### config.mk
export PLATFORM = sky130hd
export DESIGN_NAME = move_collector
export DESIGN_NICKNAME = d
export VERILOG_FILES = /design/src/rtl/move_collector.sv
export SDC_FILE = /design/constraint.sdc
export NUM_CORES = 1
export LEC_CHECK = 0
export ABC_CLOCK_PERIOD_IN_PS = 3490
export CAP_MARGIN = 15
export CORE_MARGIN = 3
export CORE_UTILIZATION = 41
export DETAILED_ROUTE_END_ITERATION = 8
export GPL_TIMING_DRIVEN = 0
export PLACE_DENSITY = 0.82
export SLEW_MARGIN = 20
export SYNTH_ARGS = -nofsm -noshare
export SYNTH_HDL_FRONTEND = slang
export SYNTH_SLANG_ARGS = --single-unit
### constraint.sdc
create_clock -name clk -period 3.49 [get_ports clk]
set_clock_uncertainty 0.05 [all_clocks]
set_input_delay 0.8725 -clock clk [delete_from_list [all_inputs] [get_ports clk]]
set_output_delay 0.8725 -clock clk [all_outputs]
set_load 0.005 [all_outputs]
### src/rtl/move_collector.sv
// move_collector: drains eight per-column move FIFOs into one valid/ready stream.
// Moves flagged invalid are dropped. The forwarded moves are counted.
// all_done is raised once every column has reported done and the output buffer is empty.
module move_collector #(
   parameter int NCOL = 8,
   parameter int MW   = 19,
   parameter int CW   = 10
) (
   input  logic               clk,
   input  logic               reset,
   input  logic               start,
   input  logic [NCOL-1:0]    col_done,
   input  logic [NCOL-1:0]    col_empty,
   input  logic [NCOL*MW-1:0] col_data,
   output logic [NCOL-1:0]    col_rden,
   output logic [MW-1:0]      mv_data,
   output logic               mv_valid,
   input  logic               mv_ready,
   output logic [CW-1:0]      move_count,
   output logic               busy,
   output logic               all_done
);

   localparam int SW = (NCOL > 1) ? $clog2(NCOL) : 1;

   typedef enum logic [2:0] {
      IDLE  = 3'd0,
      SCAN  = 3'd1,
      READ  = 3'd2,
      CAPT  = 3'd3,
      DRAIN = 3'd4,
      DONE  = 3'd5
   } state_t;

   state_t          state_q, state_d;
   logic [1:0]      occ_q, occ_d;
   logic [MW-1:0]   buf0_q, buf0_d;
   logic [MW-1:0]   buf1_q, buf1_d;
   logic [SW-1:0]   sel_q, sel_d;
   logic [CW-1:0]   count_q, count_d;

   logic            found;
   logic [SW-1:0]   scan_idx;
   logic [MW-1:0]   cap_word;
   logic            pop;
   logic            push;
   logic            can_read;

   // Priority scan: the last match in a descending walk is the lowest non-empty column.
   always_comb begin
      found    = 1'b0;
      scan_idx = '0;
      for (int i = NCOL - 1; i >= 0; i--) begin
         if (!col_empty[i]) begin
            found    = 1'b1;
            scan_idx = SW'(i);
         end
      end
   end

   // Mux the read data of the sticky selected column.
   always_comb begin
      cap_word = '0;
      for (int i = 0; i < NCOL; i++) begin
         if (sel_q == SW'(i)) begin
            cap_word = col_data[i*MW +: MW];
         end
      end
   end

   assign pop      = (occ_q != 2'd0) && mv_ready;
   assign can_read = (occ_q != 2'd2) || pop;

   // Only read when a buffer slot is guaranteed free at the capture cycle.
   always_comb begin
      col_rden = '0;
      if (state_q == READ && can_read) begin
         col_rden[sel_q] = 1'b1;
      end
   end

   // Next-state logic for the collection sequence and the move counter.
   always_comb begin
      state_d = state_q;
      sel_d   = sel_q;
      count_d = count_q;
      push    = 1'b0;
      case (state_q)
         IDLE, DONE: begin
            if (start) begin
               count_d = '0;
               state_d = SCAN;
            end
         end
         SCAN: begin
            if (found) begin
               sel_d   = scan_idx;
               state_d = READ;
            end else if (&col_done) begin
               state_d = DRAIN;
            end
         end
         READ: begin
            if (can_read) begin
               state_d = CAPT;
            end
         end
         CAPT: begin
            if (!cap_word[MW-1]) begin
               push = 1'b1;
               if (count_q != '1) begin
                  count_d = count_q + 1'b1;
               end
            end
            state_d = col_empty[sel_q] ? SCAN : READ;
         end
         DRAIN: begin
            if (occ_q == 2'd0) begin
               state_d = DONE;
            end
         end
         default: state_d = IDLE;
      endcase
   end

   // Two-entry output buffer; buf0 is always the head presented to the host.
   always_comb begin
      occ_d  = occ_q;
      buf0_d = buf0_q;
      buf1_d = buf1_q;
      case ({push, pop})
         2'b10: begin
            if (occ_q == 2'd0) begin
               buf0_d = cap_word;
            end else begin
               buf1_d = cap_word;
            end
            occ_d = occ_q + 2'd1;
         end
         2'b01: begin
            buf0_d = buf1_q;
            occ_d  = occ_q - 2'd1;
         end
         2'b11: begin
            if (occ_q == 2'd1) begin
               buf0_d = cap_word;
            end else begin
               buf0_d = buf1_q;
               buf1_d = cap_word;
            end
         end
         default: begin
         end
      endcase
   end

   // State registers; reset abandons any in-flight read.
   always_ff @(posedge clk or posedge reset) begin
      if (reset) begin
         state_q <= IDLE;
         occ_q   <= 2'd0;
         buf0_q  <= '0;
         buf1_q  <= '0;
         sel_q   <= '0;
         count_q <= '0;
      end else begin
         state_q <= state_d;
         occ_q   <= occ_d;
         buf0_q  <= buf0_d;
         buf1_q  <= buf1_d;
         sel_q   <= sel_d;
         count_q <= count_d;
      end
   end

   assign mv_data    = buf0_q;
   assign mv_valid   = (occ_q != 2'd0);
   assign move_count = count_q;
   assign busy       = (state_q == SCAN) || (state_q == READ) ||
                       (state_q == CAPT) || (state_q == DRAIN);
   assign all_done   = (state_q == DONE);

endmodule
; After elaboration in Yosys (flattened, before gate mapping)
; Cells that the tools add are included.
[op_classes]
magnitude_cmp = 2
n_shift = 0
reduce_logical = 22
n_bitwise = 0
div_mod_pow = 0
mul = 0
n_addsub = 3
muxes = 49
eq_ne = 27
[op_table]
columns = op, count
row1 = $mux 19, 12
row2 = $pmux 19 s3, 1
row3 = $mux 3, 13
row4 = $pmux 19 s2, 1
row5 = $mux 10, 3
row6 = $pmux 10 s2, 1
row7 = $eq 3x3->1 const B, 6
row8 = $ne 2x2->1 const B, 9
row9 = $pmux 3 s5, 1
row10 = $eq 3x2->1 const B, 4
row11 = $mux 1, 12
row12 = $add 10x1->10 const B, 1
row13 = $ne 10x10->1 const B, 1
row14 = $mux 8, 1
row15 = $reduce_and 4->1, 2
row16 = $reduce_and 8->1, 1
row17 = $reduce_bool 2->1, 4
row18 = $eq 3x1->1 const B, 2
row19 = $logic_not 3->1, 2
row20 = $eq 2x1->1 const B, 2
row21 = $eq 2x2->1 const B, 2
row22 = $logic_or 1x1->1, 4
row23 = $lt 3x4->1 const B, 1
row24 = $pmux 2 s2, 1
row25 = 13 further kinds, 16
[word_totals]
romBits = 0
reg_bits = 56
ram_bits = 0
output_inout_bits = 40
latch_bits = 0
mem_count = 0

; Longest topological paths before layout
[logic_depth]
depth_word = 14
mapped_depth = 13
mapped_depth_nobuf = 11

; Worst setup path before layout
; OpenSTA, ideal clock, no wires.
[synth_timing]
path_type = input port to flip-flop
startpoint = input col_data[75]
endpoint = register buf1_q[0]
cell_stages = 10
path_buffers = 1
required_ps = 3315
setup_slack_ps = 121
t_arrival_ps = 3195
path_cell_list = mux2i_1 -> mux4_2 -> and2_1 -> nand2_1 -> inv_1 -> ha_1 -> nor2b_1 -> o21ai_1 -> clkbuf_1 -> mux2_2
[synth_between]
elab_chain_len = 10
elab_cells_between_ends = 14
classes_between = eq/ne (4) / mux (8) / reduce/logical (2)
[synth_rtl]
columns = element, line
row1 = from (decl), 14  ; input logic [NCOL*MW-1:0] col_data,
row2 = $mux 19 (*) (5 in series), 65  ; if (sel_q == SW'(i)) begin
row3 = $mux 1 (*), 109  ; if (!cap_word[MW-1]) begin
row4 = $mux 1 (*), 88  ; case (state_q)
row5 = $eq 2x2->1, 131  ; case ({push, pop})
row6 = $ne 2x2->1 (no line) or $reduce_bool 2->1 (tied branches), n/a
row7 = $reduce_and 3->1 (no line), n/a
row8 = to (signal assigned), 170  ; buf1_q <= buf1_d;
row9 = to (decl), 38  ; logic [MW-1:0] buf1_q, buf1_d;
; Mark *: on every way between the ends. The rest lies on a longest branch, timed or not.
; A chain may end at the register's enable or synchronous reset.

; Final worst setup path
[layout_timing]
startpoint = input col_data[132]
endpoint = register buf0_q[1], in the netlist mv_data[1]
[layout_between]
elab_chain_len = 7
elab_cells_between_ends = 11
classes_between = eq/ne (4) / mux (5) / reduce/logical (2)
[layout_rtl]
columns = element, line
row1 = $mux 19 (*) (2 in series), 65
row2 = $mux 1 (*), 109
row3 = $mux 1 (*), 88
row4 = $eq 2x2->1 or $eq 2x1->1 (tied branches), 131
row5 = $ne 2x2->1 (no line) or $reduce_bool 3->1 (tied branches), n/a
row6 = $reduce_and 2->1 (no line), n/a
row7 = to (signal assigned), 169  ; buf0_q <= buf0_d;
row8 = to (decl), 37  ; logic [MW-1:0] buf0_q, buf0_d;
; Marked as above.

==> summary.md <==
| Metric | Value |
|---|---|
| Pre-antenna DRT Iters | 5 |
| Slew Limit Fails | 0 |
| Synth top area cells | dfrtp_1, mux2_2, o22ai_1 |
| Crit path from | col_data[132] |
| Clock Tree Root | clkbuf_8 |
| Reg2Reg Setup Slack | 380 ps |
| Row Count | 36 |
| EDFF count, synth | 0 |
| Cells after Synth | 467 |
| Clock tree buffer depth | 2 |
| Die width | 108 um |
| Final #Nets | 871 |
| Drt drc | 0 |
| Top Metal Used | met4 |
| Sequential share of the synthesized area | 0.332 |
| Post-synthesis cell type count | 54 |
| Hpwl dp | 12,700 um |
| Status | completed |
| Min cycle time layout | ~3400 ps |
| H-tree levels | 2 |
| Max Freq | 294 MHz |
| Largest fanout on the critical path | 10 |
| Die Y | 108 um |
| Antenna violations before repair | 0 |
| M1 wire length | approximately 6400 um |
| Clk_lat worst skew | 320 ps |
| Final WS setup | 86.7 ps |
| Power Dens Cells | 634 mW/mm2 |
| Met3 Routed Length | 909 um |
| WP data arrival | roughly 3600 ps |
| Yosys top cell by area | dfrtp_1 |
| Top cells by count, synth | mux2_2, dfrtp_1, nand2_1 |
| DR WL/cell | 19.0 um |
| Setup violators final | 0 |
| Share of cells above drive strength 1 | 0.181 |
| Buffers on Ports | 211 |
| CP endpoint kind | flop |
| Cell area after synthesis | 0.00423 mm2 |
| Kind of start point of the critical path | input port |
| DR WL met2 | 8040 um |
| P_leak | 0.00270 uW |
| ANT cells | 0 |
| Largest net degree at the start of global routing | 57 |
| Layout area overhead | 60.1% |
| Ys flop type | dfrtp_1 |
| Worst hold path class | flop to flop |
| Relative slew slack | 0.545 |
| Register bit total from synthesis | 56 |
| RD Place Congestion | 0.994 |
| CTS tree | yes |
| Grt ovf | 0 |
| Reg-to-Reg Start | sel_q[1] |
| Num ports | 212 |
| Vias in the first global route | 4,596 |
| CTS sink count | 56 |
| Yosys warns | 0 |
| Final ANT Viol Nets | 0 |
| Core area | 0.00991 mm2 |
| CTS buffer count | 5 |
| Critical Path Sink | mv_data[1] |
| Final core utilization | 0.683 |
| Vias post-DR | roughly 4.6k |
| FILL cells | 772 |
| Clock slew at reported path FFs | 110 ps |
| Period Utilization, post-route | 0.975 |
| Count leader, synth | mux2_2 |
| Final WL | between 15,000 and 20,000 um |
| Total GRT Usage | 0.260 |
| Synthesized area per cell | 9.05 um2 |
| MaxCap Viol Count | 0 |
| Worst Tran Pin Value | 683 ps |
| Worst r2r dst | mv_data[12] |
| Peak supply drop | around 0.33 mV |
| Async S/R FF share, synth | 1.00 |
| FF-to-FF path depth | 13 |
| Yosys top cell area share | 0.332 |
| Crit Path Category | input port to flop |
| Setup WS pre-CTS | -826 ps |
| First-pass GRT wire length | 23,700 um |
| Worst path required time | 3640 ps |
| Die Area | between 0.01 and 0.015 mm2 |
| Iter 0 DRT Violations | 289 |
| Post-synthesis net count | 647 |
| Vias per cell | 5.62 |
| Initial Util | 0.426 |
| Final hold vios | 0 |
## routing by layer
layer,up-vias,track usage
met5,-,0
met4,0,0.0658
met3,26,0.0354
met2,208,0.438
met1,2221,0.354
li1,2179,-
## worst min path at each step
stage            endpoint        from  cells after the start
3_5_place_dp   buf1_q[12]  buf1_q[12]                      2
3_3_place_gp   buf1_q[18]  buf1_q[18]                      2
6_report       buf1_q[12]  buf1_q[12]                      2
2_1_floorplan   buf1_q[7]   buf1_q[7]                      2
4_1_cts        buf1_q[12]  buf1_q[12]                      2
5_1_grt        mv_data[5]  mv_data[5]                      2
## power by group
part	switching (uW)	leakage [uW]	internal, uW	total (uW)
Clock	235	0.0000463	148	383
Combinational	1460	0.00197	1350	2800
Sequential	175	0.000681	929	1100
## cell type report
| class | instances | area [um2] | area share |
|---|---|---|---|
| buffer | 30 | 149 | 0.0220 |
| clock buffer | 5 | 68.8 | 0.0102 |
| clock inverter | 3 | 27.5 | 0.00407 |
| inverter | 32 | 123 | 0.0181 |
| multi-input combinational | 348 | 2660 | 0.394 |
| sequential | 56 | 1400 | 0.207 |
| tap | 133 | 166 | 0.0246 |
| timing repair buffer | 218 | 2160 | 0.320 |
## kinds of logic (layout without fill, tap and decap cells)
family                   after synthesis  after routing  share of synthesized area
XOR/XNOR                               3              3                    0.00622
flip-flops                            56             56                      0.332
AND/OR/NAND/NOR                      129            129                      0.159
multiplexers                          76             76                      0.216
AO/OA/AOI/OAI                        132            132                      0.201
adder cells (fa/ha/maj)                8              8                     0.0237
buffers and inverters                 63            288                     0.0625
## placed cells by master, fill, tap and decap left out, drive strengths merged, types with 5 or more instances in the layout
master / Yosys / layout
or4: 5 / 5
inv: 32 / 33
clkdlybuf4s50: 0 / 205
buf: 16 / 25
mux2i: 10 / 10
nand2: 46 / 46
nand2b: 6 / 6
nor2: 13 / 13
a221oi: 15 / 15
a21oi: 30 / 30
nor2b: 18 / 18
mux2: 60 / 60
ha: 8 / 8
o22ai: 30 / 30
clkbuf: 15 / 17
mux4: 6 / 6
nand3: 8 / 8
nand4: 7 / 7
o21ai: 30 / 30
dfrtp: 56 / 56
## flip-flops by register name, indices dropped and copies added (netlist names)
register / cells
occ_q: 2
state_q: 3
mv_data: 19
buf1_q: 19
sel_q: 3
move_count: 10
## worst max-delay path, stage by stage
cell and delay, ps:
clkdlybuf4s50_1 470, mux2i_1 70, mux4_2 500, and2_1 210, nand2_1 90, inv_1 80
ha_1 250, nor2b_2 210, nor2_2 140, nor2_4 90, buf_4 200, a221oi_2 290
a21oi_1 80
## metrics by stage
stage | area, um2 | power (uW) | hold slack, ps | setup TNS (ps) | std cells
after floorplan | 4230 | 2670 | 400 | 0 | 467
after global placement | 6500 | 3600 | 414 | -18490 | 811
after detailed placement | 6510 | 3690 | 422 | -22580 | 811
after CTS | 6680 | 4160 | 446 | -34.8 | 823
after global routing | 6760 | 4580 | 488 | -17.0 | 825
final | 6760 | 4290 | 444 | 0 | 825
## repair_timing
item,4_1_cts,5_1_grt
setup endpoints to repair,33,25
setup buffers,4,3
gates resized for setup,17,19
hold endpoints to repair,0,0
hold buffers,0,0
cloned,0,0
pin swaps,3,3
(Power assumes the default switching activity.)
